==> src/rtl/cr_fifo_wrap3_if.sv <==
// Handshake/status bundle for cr_fifo_wrap3.
// slave: FIFO side. master: producer/consumer side.
interface cr_fifo_wrap3_if #(
    parameter int unsigned N_DATA_BITS = 64,
    parameter int unsigned CW          = 4
);
    logic                   clear;
    logic [N_DATA_BITS-1:0] wdata;
    logic                   wen;
    logic                   ren;
    logic [CW-1:0]          afull_thresh;
    logic [CW-1:0]          aempty_thresh;
    logic [N_DATA_BITS-1:0] rdata;
    logic                   full;
    logic                   empty;
    logic                   afull;
    logic                   aempty;
    logic [CW-1:0]          used_slots;
    logic [CW-1:0]          free_slots;
    logic                   overflow;
    logic                   underflow;
    logic [CW-1:0]          hwm;

    modport slave (
        input  clear, wdata, wen, ren, afull_thresh, aempty_thresh,
        output rdata, full, empty, afull, aempty, used_slots, free_slots,
               overflow, underflow, hwm
    );

    modport master (
        output clear, wdata, wen, ren, afull_thresh, aempty_thresh,
        input  rdata, full, empty, afull, aempty, used_slots, free_slots,
               overflow, underflow, hwm
    );
endinterface

==> src/rtl/cr_fifo_wrap3.sv <==
// First-word-fall-through flop FIFO with programmable almost-full/almost-empty
// thresholds, synchronous flush and sticky overflow/underflow status.
// Optional high-water-mark monitor enabled by defining CR_FIFO_WRAP3_HWM_EN.
module cr_fifo_wrap3 #(
    parameter int unsigned N_DATA_BITS = 64,
    parameter int unsigned N_ENTRIES   = 8,
    parameter int unsigned DATA_RESET  = 1
) (
    input  logic           clk,
    input  logic           rst,
    cr_fifo_wrap3_if.slave bus
);
    localparam int unsigned CW = $clog2(N_ENTRIES + 1);
    localparam int unsigned PW = $clog2(N_ENTRIES);
    localparam logic [CW-1:0] DEPTH = CW'(N_ENTRIES);
    localparam logic [PW-1:0] LAST  = PW'(N_ENTRIES - 1);

    logic [N_DATA_BITS-1:0] mem_q [N_ENTRIES];
    logic [PW-1:0]          wp_q, wp_d, rp_q, rp_d;
    logic [CW-1:0]          cnt_q, cnt_d;
    logic                   afull_q, afull_d, aempty_q, aempty_d;
    logic                   ovf_q, ovf_d, udf_q, udf_d;
    logic                   full, empty, wr_acc, rd_acc;

    assign full  = (cnt_q == DEPTH);
    assign empty = (cnt_q == '0);

    // Next-state: accept/drop decisions, pointers, count, flags; clear overrides traffic.
    always_comb begin
        wr_acc = bus.wen & ~full;
        rd_acc = bus.ren & ~empty;
        wp_d   = wp_q;
        rp_d   = rp_q;
        cnt_d  = cnt_q;
        ovf_d  = ovf_q | (bus.wen & full);
        udf_d  = udf_q | (bus.ren & empty);
        if (wr_acc) wp_d = (wp_q == LAST) ? '0 : wp_q + PW'(1);
        if (rd_acc) rp_d = (rp_q == LAST) ? '0 : rp_q + PW'(1);
        if (wr_acc && !rd_acc) begin
            cnt_d = cnt_q + CW'(1);
        end else if (rd_acc && !wr_acc) begin
            cnt_d = cnt_q - CW'(1);
        end
        if (bus.clear) begin
            wr_acc = 1'b0;
            rd_acc = 1'b0;
            wp_d   = '0;
            rp_d   = '0;
            cnt_d  = '0;
            ovf_d  = 1'b0;
            udf_d  = 1'b0;
        end
        // Free slots never exceed DEPTH, so a threshold >= DEPTH pins the flag high.
        afull_d  = (DEPTH - cnt_d) <= bus.afull_thresh;
        aempty_d = cnt_d <= bus.aempty_thresh;
    end

    // Control state register.
    always_ff @(posedge clk) begin
        if (rst) begin
            wp_q     <= '0;
            rp_q     <= '0;
            cnt_q    <= '0;
            afull_q  <= 1'b0;
            aempty_q <= 1'b1;
            ovf_q    <= 1'b0;
            udf_q    <= 1'b0;
        end else begin
            wp_q     <= wp_d;
            rp_q     <= rp_d;
            cnt_q    <= cnt_d;
            afull_q  <= afull_d;
            aempty_q <= aempty_d;
            ovf_q    <= ovf_d;
            udf_q    <= udf_d;
        end
    end

    // Storage array; only cleared when DATA_RESET is set.
    always_ff @(posedge clk) begin
        if ((DATA_RESET != 0) && (rst || bus.clear)) begin
            for (int unsigned i = 0; i < N_ENTRIES; i++) begin
                mem_q[i] <= '0;
            end
        end else if (wr_acc && !rst) begin
            mem_q[wp_q] <= bus.wdata;
        end
    end

`ifdef CR_FIFO_WRAP3_HWM_EN
    logic [CW-1:0] hwm_q, hwm_d;

    // Peak occupancy tracker, restarted by clear.
    always_comb begin
        hwm_d = (cnt_d > hwm_q) ? cnt_d : hwm_q;
        if (bus.clear) hwm_d = '0;
    end

    // High-water-mark register.
    always_ff @(posedge clk) begin
        if (rst) hwm_q <= '0;
        else     hwm_q <= hwm_d;
    end

    assign bus.hwm = hwm_q;
`else
    assign bus.hwm = '0;
`endif

    assign bus.rdata      = mem_q[rp_q];
    assign bus.full       = full;
    assign bus.empty      = empty;
    assign bus.afull      = afull_q;
    assign bus.aempty     = aempty_q;
    assign bus.used_slots = cnt_q;
    assign bus.free_slots = DEPTH - cnt_q;
    assign bus.overflow   = ovf_q;
    assign bus.underflow  = udf_q;
endmodule

==> src/flat_wrapper.sv <==
// flat-port wrapper written by rule: the top's interface ports become plain ports
module cr_fifo_wrap3_flat 
#(
    parameter int unsigned N_DATA_BITS = 64,
    parameter int unsigned N_ENTRIES   = 8,
    parameter int unsigned DATA_RESET  = 1
)
  (clk, rst, bus_clear, bus_wdata, bus_wen, bus_ren, bus_afull_thresh, bus_aempty_thresh, bus_rdata, bus_full, bus_empty, bus_afull, bus_aempty, bus_used_slots, bus_free_slots, bus_overflow, bus_underflow, bus_hwm);
  cr_fifo_wrap3_if #(.N_DATA_BITS(N_DATA_BITS), .CW(4)) bus_i ();
  input  logic clk;
  input  logic rst;
  input wire logic [$bits(bus_i.clear)-1:0] bus_clear;
  input wire logic [$bits(bus_i.wdata)-1:0] bus_wdata;
  input wire logic [$bits(bus_i.wen)-1:0] bus_wen;
  input wire logic [$bits(bus_i.ren)-1:0] bus_ren;
  input wire logic [$bits(bus_i.afull_thresh)-1:0] bus_afull_thresh;
  input wire logic [$bits(bus_i.aempty_thresh)-1:0] bus_aempty_thresh;
  output wire logic [$bits(bus_i.rdata)-1:0] bus_rdata;
  output wire logic [$bits(bus_i.full)-1:0] bus_full;
  output wire logic [$bits(bus_i.empty)-1:0] bus_empty;
  output wire logic [$bits(bus_i.afull)-1:0] bus_afull;
  output wire logic [$bits(bus_i.aempty)-1:0] bus_aempty;
  output wire logic [$bits(bus_i.used_slots)-1:0] bus_used_slots;
  output wire logic [$bits(bus_i.free_slots)-1:0] bus_free_slots;
  output wire logic [$bits(bus_i.overflow)-1:0] bus_overflow;
  output wire logic [$bits(bus_i.underflow)-1:0] bus_underflow;
  output wire logic [$bits(bus_i.hwm)-1:0] bus_hwm;
  assign bus_i.clear = bus_clear;
  assign bus_i.wdata = bus_wdata;
  assign bus_i.wen = bus_wen;
  assign bus_i.ren = bus_ren;
  assign bus_i.afull_thresh = bus_afull_thresh;
  assign bus_i.aempty_thresh = bus_aempty_thresh;
  assign bus_rdata = bus_i.rdata;
  assign bus_full = bus_i.full;
  assign bus_empty = bus_i.empty;
  assign bus_afull = bus_i.afull;
  assign bus_aempty = bus_i.aempty;
  assign bus_used_slots = bus_i.used_slots;
  assign bus_free_slots = bus_i.free_slots;
  assign bus_overflow = bus_i.overflow;
  assign bus_underflow = bus_i.underflow;
  assign bus_hwm = bus_i.hwm;
  cr_fifo_wrap3 #(.N_DATA_BITS(N_DATA_BITS), .N_ENTRIES(N_ENTRIES), .DATA_RESET(DATA_RESET)) u_core (.clk(clk), .rst(rst), .bus(bus_i));
endmodule
==> config.mk <==
export PLATFORM = sky130hd
export DESIGN_NAME = cr_fifo_wrap3_flat
export DESIGN_NICKNAME = d
export VERILOG_FILES = /design/src/rtl/cr_fifo_wrap3_if.sv /design/src/rtl/cr_fifo_wrap3.sv /design/src/flat_wrapper.sv
export SDC_FILE = /design/constraint.sdc
export NUM_CORES = 1
export LEC_CHECK = 0
export BUFFER_PORTS_ARGS = -buffer_cell sky130_fd_sc_hd__buf_2
export CAP_MARGIN = 20
export CORE_MARGIN = 2
export CORE_UTILIZATION = 61
export DETAILED_ROUTE_END_ITERATION = 10
export PLACE_DENSITY = 0.81
export RECOVER_POWER = 100
export REMOVE_ABC_BUFFERS = 1
export SYNTH_ARGS = -nofsm -noshare
export SYNTH_HDL_FRONTEND = slang
export SYNTH_SLANG_ARGS = --single-unit
==> constraint.sdc <==
create_clock -name clk -period 9 [get_ports clk]
set_clock_uncertainty 0.1 [all_clocks]
set_input_delay 0 -clock clk [delete_from_list [all_inputs] [get_ports clk]]
set_output_delay 0 -clock clk [all_outputs]
set_load 0.01 [all_outputs]
# Word level (Yosys, flattened, before mapping)
# Memories as Yosys holds them, arrays and structs flattened. A register that Yosys moved wholly into a read port is not among the register bits.
# Cells that the tools add are included.
dict set report word_totals {
  in_bits 77
  regBits 14
  out_inout_bits 82
  ram_bits 512
  memories 1
  wordCells 53
}
dict set report classes {
  n_reduce_logical 10
  mux 16
  n_eq_ne 3
  n_addsub 6
  bitwise 8
  magnitude_cmp 2
}
# memory words word_bits rd rd_clocked_by_memory_dff write_ports line_no
set mem_list {}
lappend mem_list {u_core.mem_q 8 64 1 1 8 cr_fifo_wrap3.sv:18} ;# logic [N_DATA_BITS-1:0] mem_q [N_ENTRIES];
# op count
set ops {}
lappend ops {{two-way mux 64 bit} 1}
lappend ops {{OR reduction 64 bit} 1}
lappend ops {{two-way mux 3 bit} 5}
lappend ops {{two-way mux 4 bit} 3}
lappend ops {{<= comparator 4 bit} 2}
lappend ops {{subtractor 4 bit, first input constant} 2}
lappend ops {{two-way mux 1 bit} 7}
lappend ops {{adder 3 x 1 -> 3 bit, second input constant} 2}
lappend ops {{equality test 3 bit, second input constant} 2}
lappend ops {{adder 4 x 1 -> 4 bit, second input constant} 1}
lappend ops {{AND 1 bit} 4}
lappend ops {{equality test 4 bit, second input constant} 1}
lappend ops {{zero test 4 bit} 1}
lappend ops {{subtractor 4 x 1 -> 4 bit, second input constant} 1}
lappend ops {{logical AND 1 bit} 3}
lappend ops {{zero test 1 bit} 3}
lappend ops {{inverter 1 bit} 2}
lappend ops {{OR 1 bit} 2}
lappend ops {{OR reduction 2 bit} 1}
lappend ops {{logical OR 1 bit} 1}

# Longest topological paths before layout
# Gate-level depths: netlist of the first run.
dict set report depth {
  depth_word 10
  mapped_depth 15
  mapped_depth_nobuf 15
}

# Worst setup path before layout of the first run
# No wires, ideal clock.
dict set report synth_path {
  path_type {reg-to-reg}
  start {register u_core.cnt_q[0] (netlist: u_core.bus.used_slots[0])}
  end {memory u_core.mem_q[3][0] (enable)}
  arrival_ps 6033
  path_stages_with_launch 8
  path_slack_ps 2293
  n_path_buf 1
  required_time_ps 8325
  setup_ps 575
  synth_period_minus_slack_ps 6707
  cell_sequence {dfxtp_1 > inv_1 > ha_1 > nand3b_4 > nand2_2 > or3_1 > buf_4 > o21ai_0}
}
# element line_no
set synth_lines {}
lappend synth_lines {{from (decl)} cr_fifo_wrap3.sv:20} ;# logic [CW-1:0] cnt_q, cnt_d;
lappend synth_lines {{from (signal assigned)} cr_fifo_wrap3.sv:71} ;# cnt_q <= cnt_d;
lappend synth_lines {{to (decl)} cr_fifo_wrap3.sv:18}

==> impl_results.md, run 1 <==
* Status: finished with violations
* Violations in the final reports: max-capacitance violations, max-slew violations
* Final setup vio count at 0
* Biggest area contributors in the synthesized netlist: sky130_fd_sc_hd__edfxtp_1 65%, sky130_fd_sc_hd__and2_1 13%, sky130_fd_sc_hd__mux4_2 12%
* Number of enable flip-flop cells after synthesis at between 500 and 600
* Kind of start point of the critical path: flop
* Worst EP required at 9.09 ns
* Number of register bits inferred by synthesis at approximately 530
* Synth warnings at 0
* Overall Global Routing Usage at 25.19%
* HPWL Detailed at 26340 um
* Post-CTS clock slew at the launch and capture registers of the worst setup and hold paths at 0.06 ns
* Cell with the most instances after synthesis: sky130_fd_sc_hd__and2_1
* Wirelength per Cell at 22.46 um
* Setup repair after global routing missed its margin: false
* Predominant post-synthesis flop cell: sky130_fd_sc_hd__edfxtp_1
* Clk root buf: sky130_fd_sc_hd__clkbuf_16
* Worst skew pair latency at ~0.56 ns
* Buffers on Ports at 154
* Via count of the first global-routing pass at between 10000 and 15000
* Core Box Area at 38560 um^2
* Achievable Freq at 172.1 MHz
* Final Hold Fails at 0
* Most area-hungry cell type in the Yosys netlist: sky130_fd_sc_hd__edfxtp_1
* Number of detailed-route iterations in the first pass at 5
* Gp weighted congestion at 0.7223
* Netlist area before placement at 23810 um^2
* Worst slew margin relative to its limit at -193.2%
* Total I/O pin count at ~160
* Count of cell types in the netlist at 45
* Power Density at 189.9 nW/um^2
* TritonCTS clock tree: done
* Number of vias in the routed layout at 12890
* Async SR Flop Fraction at 0%
* Gate count of the mapped netlist at ~1400
* Pins Over Slew Limit at 884
* Number of buffers on the longest clock path at 3
* Die X-Extent at 201.6 um
* CP max FO at 65
* Post-DR vias/cell at 5.807
* Antenna Nets Post-Route at 0
* Number of rows created at floorplan at 72
* Worst hold-check path type: in -> reg
* Maximum number of pins on one net before global-route repair at roughly 100
* Number of max-cap violations at 20
* Post-route setup TNS at 0 ns
* Shortest period the worst path allows at 5.810 ns
* Logic gate share of total power at 6.0%
* Count of placed standard cells in the final layout, fillers left out at 2220
* Number of buffers inserted by post-CTS setup repair at 0
* Number of DRC markers in iteration 0 at 1024
* Sequential cell area fraction in the yosys report at 66.01%
* # fillers at 2587
* Total die area at 40620 um^2
* Die extent in y at 201.6 um
* Switching Power at approximately 1.1 mW
* Global route overflow at 0
* Crit-path max cell delay at 2.23 ns
* Cell-internal power at 4.062 mW
* Remaining design rule violation count at 0
* Starting Density at 61.74%
* Fraction of final layout cells with drive strength greater than 1 at between 20% and 30%
* Critical Path Sink Type: flop
* Switching Fraction at 21.18%
* Critical path start-end classification: reg -> reg
* Number of buffers inserted during clock tree synthesis at 52
* Slowest library cell on the worst path: sky130_fd_sc_hd__clkbuf_1
* Layout Area Growth over Synthesis at 13.98%
* Wire length of the first global-routing pass at 77900 um
* Final period util at 64.56%
* Final #Nets at 1748
* Number of instances in the placed design at 2043
* H-tree levels at 2
* Portion of total power attributed to the clock network at 38.9%
* Proportion of power drawn by flip-flops and latches at 55.0%
* Number of antenna violations at the first check in global routing at 6
* Cell breakdown of the critical path: inv_1 -> ha_1 -> nand3b_1 -> nand2_1 -> or3_1 -> nor3_4 -> clkbuf_1 -> nand2b_4
* Post-synthesis average cell area at 16.52 um^2
* Top-area cell type share of the netlist area at 64.58%
* Leakage power at between 10 and 15 nW
* Transition time at the pin with the least slew margin at between 4 and 5 ns
* Commonest cells in the netlist: 513 x sky130_fd_sc_hd__and2_1, 512 x sky130_fd_sc_hd__edfxtp_1, 128 x sky130_fd_sc_hd__mux4_2
* CTS sink cnt at roughly 530
* IR Drop Worst-Case VDD at 164.6 uV
* Final WL at 49870 um
* Arrival time of the worst setup path at a little under 6 ns
==> registers in the layout, summed over array words and instances, names as in the netlist, named ones only <==
| register | flops |
|---|---|
| u_core.bus.aempty | 1 |
| u_core.bus.afull | 1 |
| u_core.bus.overflow | 1 |
| u_core.bus.underflow | 1 |
| u_core.bus.used_slots | 4 |
| u_core.mem_q | 512 |
| u_core.rp_q | 3 |
| u_core.wp_q | 3 |
==> layout make-up <==
type                            instances  area (um^2)  share of cell area [%]
Multi-Input combinational cell        810         7565                   27.88
Inverter                               12        45.04                  0.1660
Antenna cell                            4        10.01                 0.03689
Tap cell                              518        648.1                   2.389
Sequential cell                       529        15720                   57.94
Clock buffer                           66         1393                   5.132
Timing Repair Buffer                  251         1584                   5.838
Clock inverter                         30        167.7                  0.6179
==> power by group through the flow <==
stage	sequential [mW]	combinational [mW]	clock, mW
after floorplan	2.89	0.163	0
after global placement	2.88	0.286	0
after detailed placement	2.88	0.291	0
after CTS	2.83	0.320	2.03
after global routing	2.85	0.337	2.12
final	2.84	0.310	2.01
==> layer usage <==
| layer | track usage [%] | vias up | routed length, um |
|---|---|---|---|
| met1 | 33.60 | 6644 | 20270 |
| li1 | - | 5757 | - |
| met4 | 6.224 | 4 | 919 |
| met2 | 43.34 | 417 | 25530 |
| met5 | 0 | - | 27 |
| met3 | 4.697 | 70 | 3127 |
==> critical path, delay by kind of cell (launching register included) <==
family / cells / cell delay (ns)
DFF: 1 / 0.46
buffers and inverters: 2 / 2.31
and+or+nand+nor: 5 / 2.26
adders and majority gates: 1 / 0.26
==> placed cells by master, fill, tap and decap left out, types with 4 or more instances in the layout <==
cell type and n:
sky130_fd_sc_hd__and2_0 314, sky130_fd_sc_hd__conb_1 4, sky130_fd_sc_hd__nor2b_1 4, sky130_fd_sc_hd__clkinv_1 15
sky130_fd_sc_hd__ha_1 15, sky130_fd_sc_hd__inv_1 12, sky130_fd_sc_hd__o21ai_0 8, sky130_fd_sc_hd__diode_2 4
sky130_fd_sc_hd__dfxtp_1 15, sky130_fd_sc_hd__edfxtp_1 512, sky130_fd_sc_hd__mux2_2 44, sky130_fd_sc_hd__and2_1 199
sky130_fd_sc_hd__buf_2 100, sky130_fd_sc_hd__clkinv_2 10, sky130_fd_sc_hd__mux2i_1 5, sky130_fd_sc_hd__buf_4 6
sky130_fd_sc_hd__a21oi_1 7, sky130_fd_sc_hd__mux2_1 20, sky130_fd_sc_hd__clkbuf_1 78, sky130_fd_sc_hd__nor2_1 19
sky130_fd_sc_hd__dlygate4sd3_1 75, sky130_fd_sc_hd__clkbuf_16 53, sky130_fd_sc_hd__nor3_1 6, sky130_fd_sc_hd__nand2b_1 5
sky130_fd_sc_hd__nand2_1 4, sky130_fd_sc_hd__mux4_2 128
==> final timing paths <==
| kind | cells past startpoint | end | from | slack, ns |
|---|---|---|---|---|
| max reg2reg | 8 | u_core.mem_q[0][58] | u_core.bus.used_slots[0] | 3.19 |
| min reg2reg | 2 | u_core.bus.overflow | u_core.bus.overflow | 0.39 |
| max | 8 | u_core.mem_q[0][58] | u_core.bus.used_slots[0] | 3.19 |
| min | 3 | u_core.bus.afull | rst | 0.15 |
==> timing repair <==
| item | in CTS | in global routing |
|---|---|---|
| setup endpoints to repair | 0 | 0 |
| gates resized for setup | 0 | 0 |
| endpoints found under the hold margin | 529 | 0 |
| hold buffers | 75 | 0 |
==> per-stage QoR <==
step | power (mW) | utilization, % | cell area [um^2] | hold WS (ns) | worst slack (ns)
after global routing | 5.299 | 70.37 | 27130 | 0.1446 | 2.547
final | 5.153 | 70.38 | 27130 | 0.1464 | 3.190
after floorplan | 3.055 | - | 23350 | -0.02762 | 2.160
after detailed placement | 3.175 | 64.98 | 25060 | 0.1638 | 4.932
after CTS | 5.180 | 70.98 | 27370 | 0.1218 | 4.933
after global placement | 3.162 | 64.98 | 25060 | 0.1661 | 5.077
==> cells by family after synthesis <==
group           count (synthesis)  share of synthesized area [%]
compound gates                 27                         0.7673
flops                         529                          66.01
other cells                     1                        0.01575
fa+ha+maj                      15                         0.7884
xor+xnor                        4                         0.1472
simple gates                  563                          14.76
buf+inv                       105                          2.144
mux                           197                          15.36
(Power assumes the default switching activity.)
==> inputs of run 2 (changes only) <==
--- a/config.mk
+++ b/config.mk
@@ -8,9 +8,9 @@
 export BUFFER_PORTS_ARGS = -buffer_cell sky130_fd_sc_hd__buf_2
 export CAP_MARGIN = 20
 export CORE_MARGIN = 2
-export CORE_UTILIZATION = 61
+export CORE_UTILIZATION = 55
 export DETAILED_ROUTE_END_ITERATION = 10
-export PLACE_DENSITY = 0.81
+export PLACE_DENSITY = 0.77
 export RECOVER_POWER = 100
 export REMOVE_ABC_BUFFERS = 1
 export SYNTH_ARGS = -nofsm -noshare
==> constraint.sdc (replaced) <==
create_clock -name clk -period 5 [get_ports clk]
set_clock_uncertainty 0.1 [all_clocks]
set_input_delay 0 -clock clk [delete_from_list [all_inputs] [get_ports clk]]
set_output_delay 0 -clock clk [all_outputs]
set_load 0.01 [all_outputs]
==> run 2 against run 1 <==
Compared with the run above: the run still ends with max-capacitance violations, max-slew violations left; first-iteration DRC count rose by 30%; worst setup slack got worse by 2.6 ns; global-route usage fell by 1.4 points; cell area rose by 1.7%; register-to-register slack got worse by 2.4 ns; clock-buffer cell count fell by 2; largest power group unchanged.
==> impl_results.md, run 2 (synthesis results as in run 1) <==
* Logic gate share of total power at 5.6% (was 6.0%)
* CTS sink cnt at 529 (unchanged)
* Via count of the first global-routing pass at 13780 (was 13900)
* Violations in the final reports: max-capacitance violations, max-slew violations (unchanged)
* Cell count of the worst hold path at 3 (unchanged)
* Count of placed standard cells in the final layout, fillers left out at 2293 (was 2220)
* Met3 layer usage reported by global route at 3.870% (was 4.697%)
* Status: finished with violations (unchanged)
* Overall Global Routing Usage at 23.81% (was 25.19%)
* H-tree levels at 2 (unchanged)
* CP max FO at 67 (was 65)
* FF-to-FF End: u_core.mem_q[7][37] (was u_core.mem_q[0][58])
* Max reg flops at 512 (unchanged)
* Number of max-cap violations at 13 (was 20)
* Final period util at 87.79%
* Worst reg-to-reg path cell count at 8 (unchanged)
* Worst EP required at 4.90 ns (was 9.09 ns)
* Most used cells in the layout excluding fill and tap cells: 512 x sky130_fd_sc_hd__edfxtp_1, 296 x sky130_fd_sc_hd__and2_1, 217 x sky130_fd_sc_hd__and2_0, 128 x sky130_fd_sc_hd__mux4_2, 95 x sky130_fd_sc_hd__buf_2 (was 512 x sky130_fd_sc_hd__edfxtp_1, 314 x sky130_fd_sc_hd__and2_0, 199 x sky130_fd_sc_hd__and2_1, 128 x sky130_fd_sc_hd__mux4_2, 100 x sky130_fd_sc_hd__buf_2)
* Remaining design rule violation count at 0 (unchanged)
* Peak-usage layer in the global routing report: met2 (unchanged)
* HPWL Detailed at 29360 um (was 26340 um)
* Core Box Area at 42890 um^2 (was 38560 um^2)
* Starting Density at 55.51% (was 61.74%)
* Total power at 10.00 mW (was 5.153 mW)
* Number of buffers on the longest clock path at 3 (unchanged)
* Leakage power at 10.36 nW (was 10.08 nW)
* Total die area at 44970 um^2 (was 40620 um^2)
* Kind of start point of the critical path: flop (unchanged)
* Wire length of the first global-routing pass at 79900 um (was 77900 um)
* Hold wc startpoint: rst (unchanged)
* Post-DR vias/cell at 5.624 (was 5.807)
* Critical path start-end classification: reg -> out (was reg -> reg)
* Number of buffers inserted during clock tree synthesis at 54 (was 52)
* Fraction of final layout cells with drive strength greater than 1 at 22.63% (was 21.14%)
* Layout Area Growth over Synthesis at 15.94% (was 13.98%)
* Number of antenna violations at the first check in global routing at 5 (was 6)
* Slack of the worst reg-to-reg path at 0.76 ns (was 3.19 ns)
* Final setup vio count at 0 (unchanged)
* Antenna Nets Post-Route at 0 (unchanged)
* Register with the most flip-flops: u_core.mem_q (unchanged)
* Hold slack at 0.1299 ns (was 0.1464 ns)
* Arrival time of the worst setup path at 4.29 ns (was 5.90 ns)
* Final Hold Fails at 0 (unchanged)
* Number of vias in the routed layout at 12900 (was 12890)
* Worst slew margin relative to its limit at -42.86% (was -193.2%)
* Post-layout util at 64.36% (was 70.38%)
* TritonCTS clock tree: done (unchanged)
* Die X-Extent at 212.1 um (was 201.6 um)
* Post-CTS clock slew at the launch and capture registers of the worst setup and hold paths at 0.06 ns (about the same)
* Number of DRC markers in iteration 0 at 1329 (was 1024)
* Hold-critical path endpoint: u_core.bus.afull (unchanged)
* Count of instances resized after the clock tree is built at 0 (unchanged)
* Gp weighted congestion at 0.7869 (was 0.7223)
* Die extent in y at 212.1 um (was 201.6 um)
* Setup repair after global routing missed its margin: false (unchanged)
* Startpoint of the worst-slack reg-to-reg timing path: u_core.bus.used_slots[0] (unchanged)
* Cell-internal power at 7.972 mW (was 4.062 mW)
* Pins Over Slew Limit at 487 (was 884)
* Clk root buf: sky130_fd_sc_hd__clkbuf_16 (unchanged)
* Final #Nets at 1753 (was 1748)
* Achievable Freq at between 200 and 250 MHz
* Portion of total power attributed to the clock network at 43.3% (was 38.9%)
* Number of rows created at floorplan at 76 (was 72)
* Total I/O pin count at 159 (unchanged)
* Worst hold-check path type: in -> reg (unchanged)
* Shortest period the worst path allows at 4.389 ns
* Switching Fraction at 20.32% (was 21.18%)
* # fillers at 2973 (was 2587)
* Number of detailed-route iterations in the first pass at 5 (unchanged)
* Global-route track usage on met1 at 32.53% (was 33.60%)
* Post-route setup TNS at 0 ns (unchanged)
* Worst skew pair latency at 0.57 ns (was 0.56 ns)
* Switching Power at 2.033 mW (was 1.091 mW)
* Global route overflow at 0 (unchanged)
* Transition time at the pin with the least slew margin at 2.129 ns (was 4.399 ns)
* Buffers on Ports at 154 (unchanged)
* Power Density at 362.5 nW/um^2 (was 189.9 nW/um^2)
* Wirelength per Cell at 22.64 um (was 22.46 um)
* Grt met2 use at 40.26% (was 43.34%)
* Proportion of power drawn by flip-flops and latches at 51.1% (was 55.0%)
* IR Drop Worst-Case VDD at 259.9 uV (was 164.6 uV)
* Number of instances in the placed design at 2117 (was 2043)
* Maximum number of pins on one net before global-route repair at 74 (was 104)
* Most common cell after layout, fill and taps aside: sky130_fd_sc_hd__edfxtp_1 (unchanged)
* Final WL at 51920 um (was 49870 um)
* Critical Path Sink Type: output port (was flop)
==> run 2: changes by cell type in the layout (fill, tap and decap cells not counted), moves of 6 or more <==
cell                        previous run  this run
sky130_fd_sc_hd__clkbuf_2              1        11
sky130_fd_sc_hd__mux2_2               44        50
sky130_fd_sc_hd__mux2_1               20        14
sky130_fd_sc_hd__and2_1              199       296
sky130_fd_sc_hd__bufinv_16             1        12
sky130_fd_sc_hd__and2_0              314       217
==> run 2: repair_timing <==
action                    CTS  global route
hold buffers               73             0
setup buffers               0             0
hold endpoints to repair  529             0
==> run 2: stage by stage <==
step / worst slack, ns / instance area, um^2
floorplan: -1.840 / 23350
finish: 0.6107 / 27600
CTS: 1.041 / 27900
detailed placement: 1.577 / 25240
global placement: 1.707 / 25240
global route: 0.3740 / 27600
==> run 2: power by group through the flow <==
stage,Combinational [mW],Clock [mW],Sequential [mW]
detailed placement,0.540,0,5.19
global placement,0.533,0,5.18
global route,0.611,4.54,5.12
CTS,0.592,4.37,5.10
finish,0.563,4.33,5.11
floorplan,0.293,0,5.21
==> run 2: worst max path at each step <==
stage / cells past startpoint / startpoint / end
finish: 4 / flop / bus_rdata[25]
detailed placement: 15 / u_core.bus.used_slots[0] / u_core.bus.afull
floorplan: 6 / u_core.bus.used_slots[0] / u_core.mem_q[3][0]
CTS: 16 / u_core.bus.used_slots[0] / u_core.bus.afull
global route: 8 / u_core.bus.used_slots[0] / u_core.mem_q[7][37]
global placement: 15 / u_core.bus.used_slots[0] / u_core.bus.afull
==> run 2: layer usage <==
metal	wire length, um	part of all wire, %	vias to the layer above
met2	26280	51	440
met3	3166	6.1	72
met1	21420	41	6602
met5	13	0.025	-
li1	-	-	5779
met4	1043	2.0	2
==> run 2: critical path: stages (launching register included) <==
cell	delay (ns)
sky130_fd_sc_hd__dfxtp_2	1.58
sky130_fd_sc_hd__clkbuf_4	1.12
sky130_fd_sc_hd__mux4_2	0.42
sky130_fd_sc_hd__mux2_1	0.38
sky130_fd_sc_hd__buf_2	0.17
==> run 2: cell type report <==
class	count	area, um^2	share of cell area, %
flip-flops and latches	529	15720	56.96
diodes	2	5.005	0.01813
multi-input cells	810	7582	27.47
clock buffers	64	1453	5.263
well taps	585	732.0	2.652
clock inverters	37	473.0	1.714
repair buffers	254	1590	5.762
inverters	12	45.04	0.1632
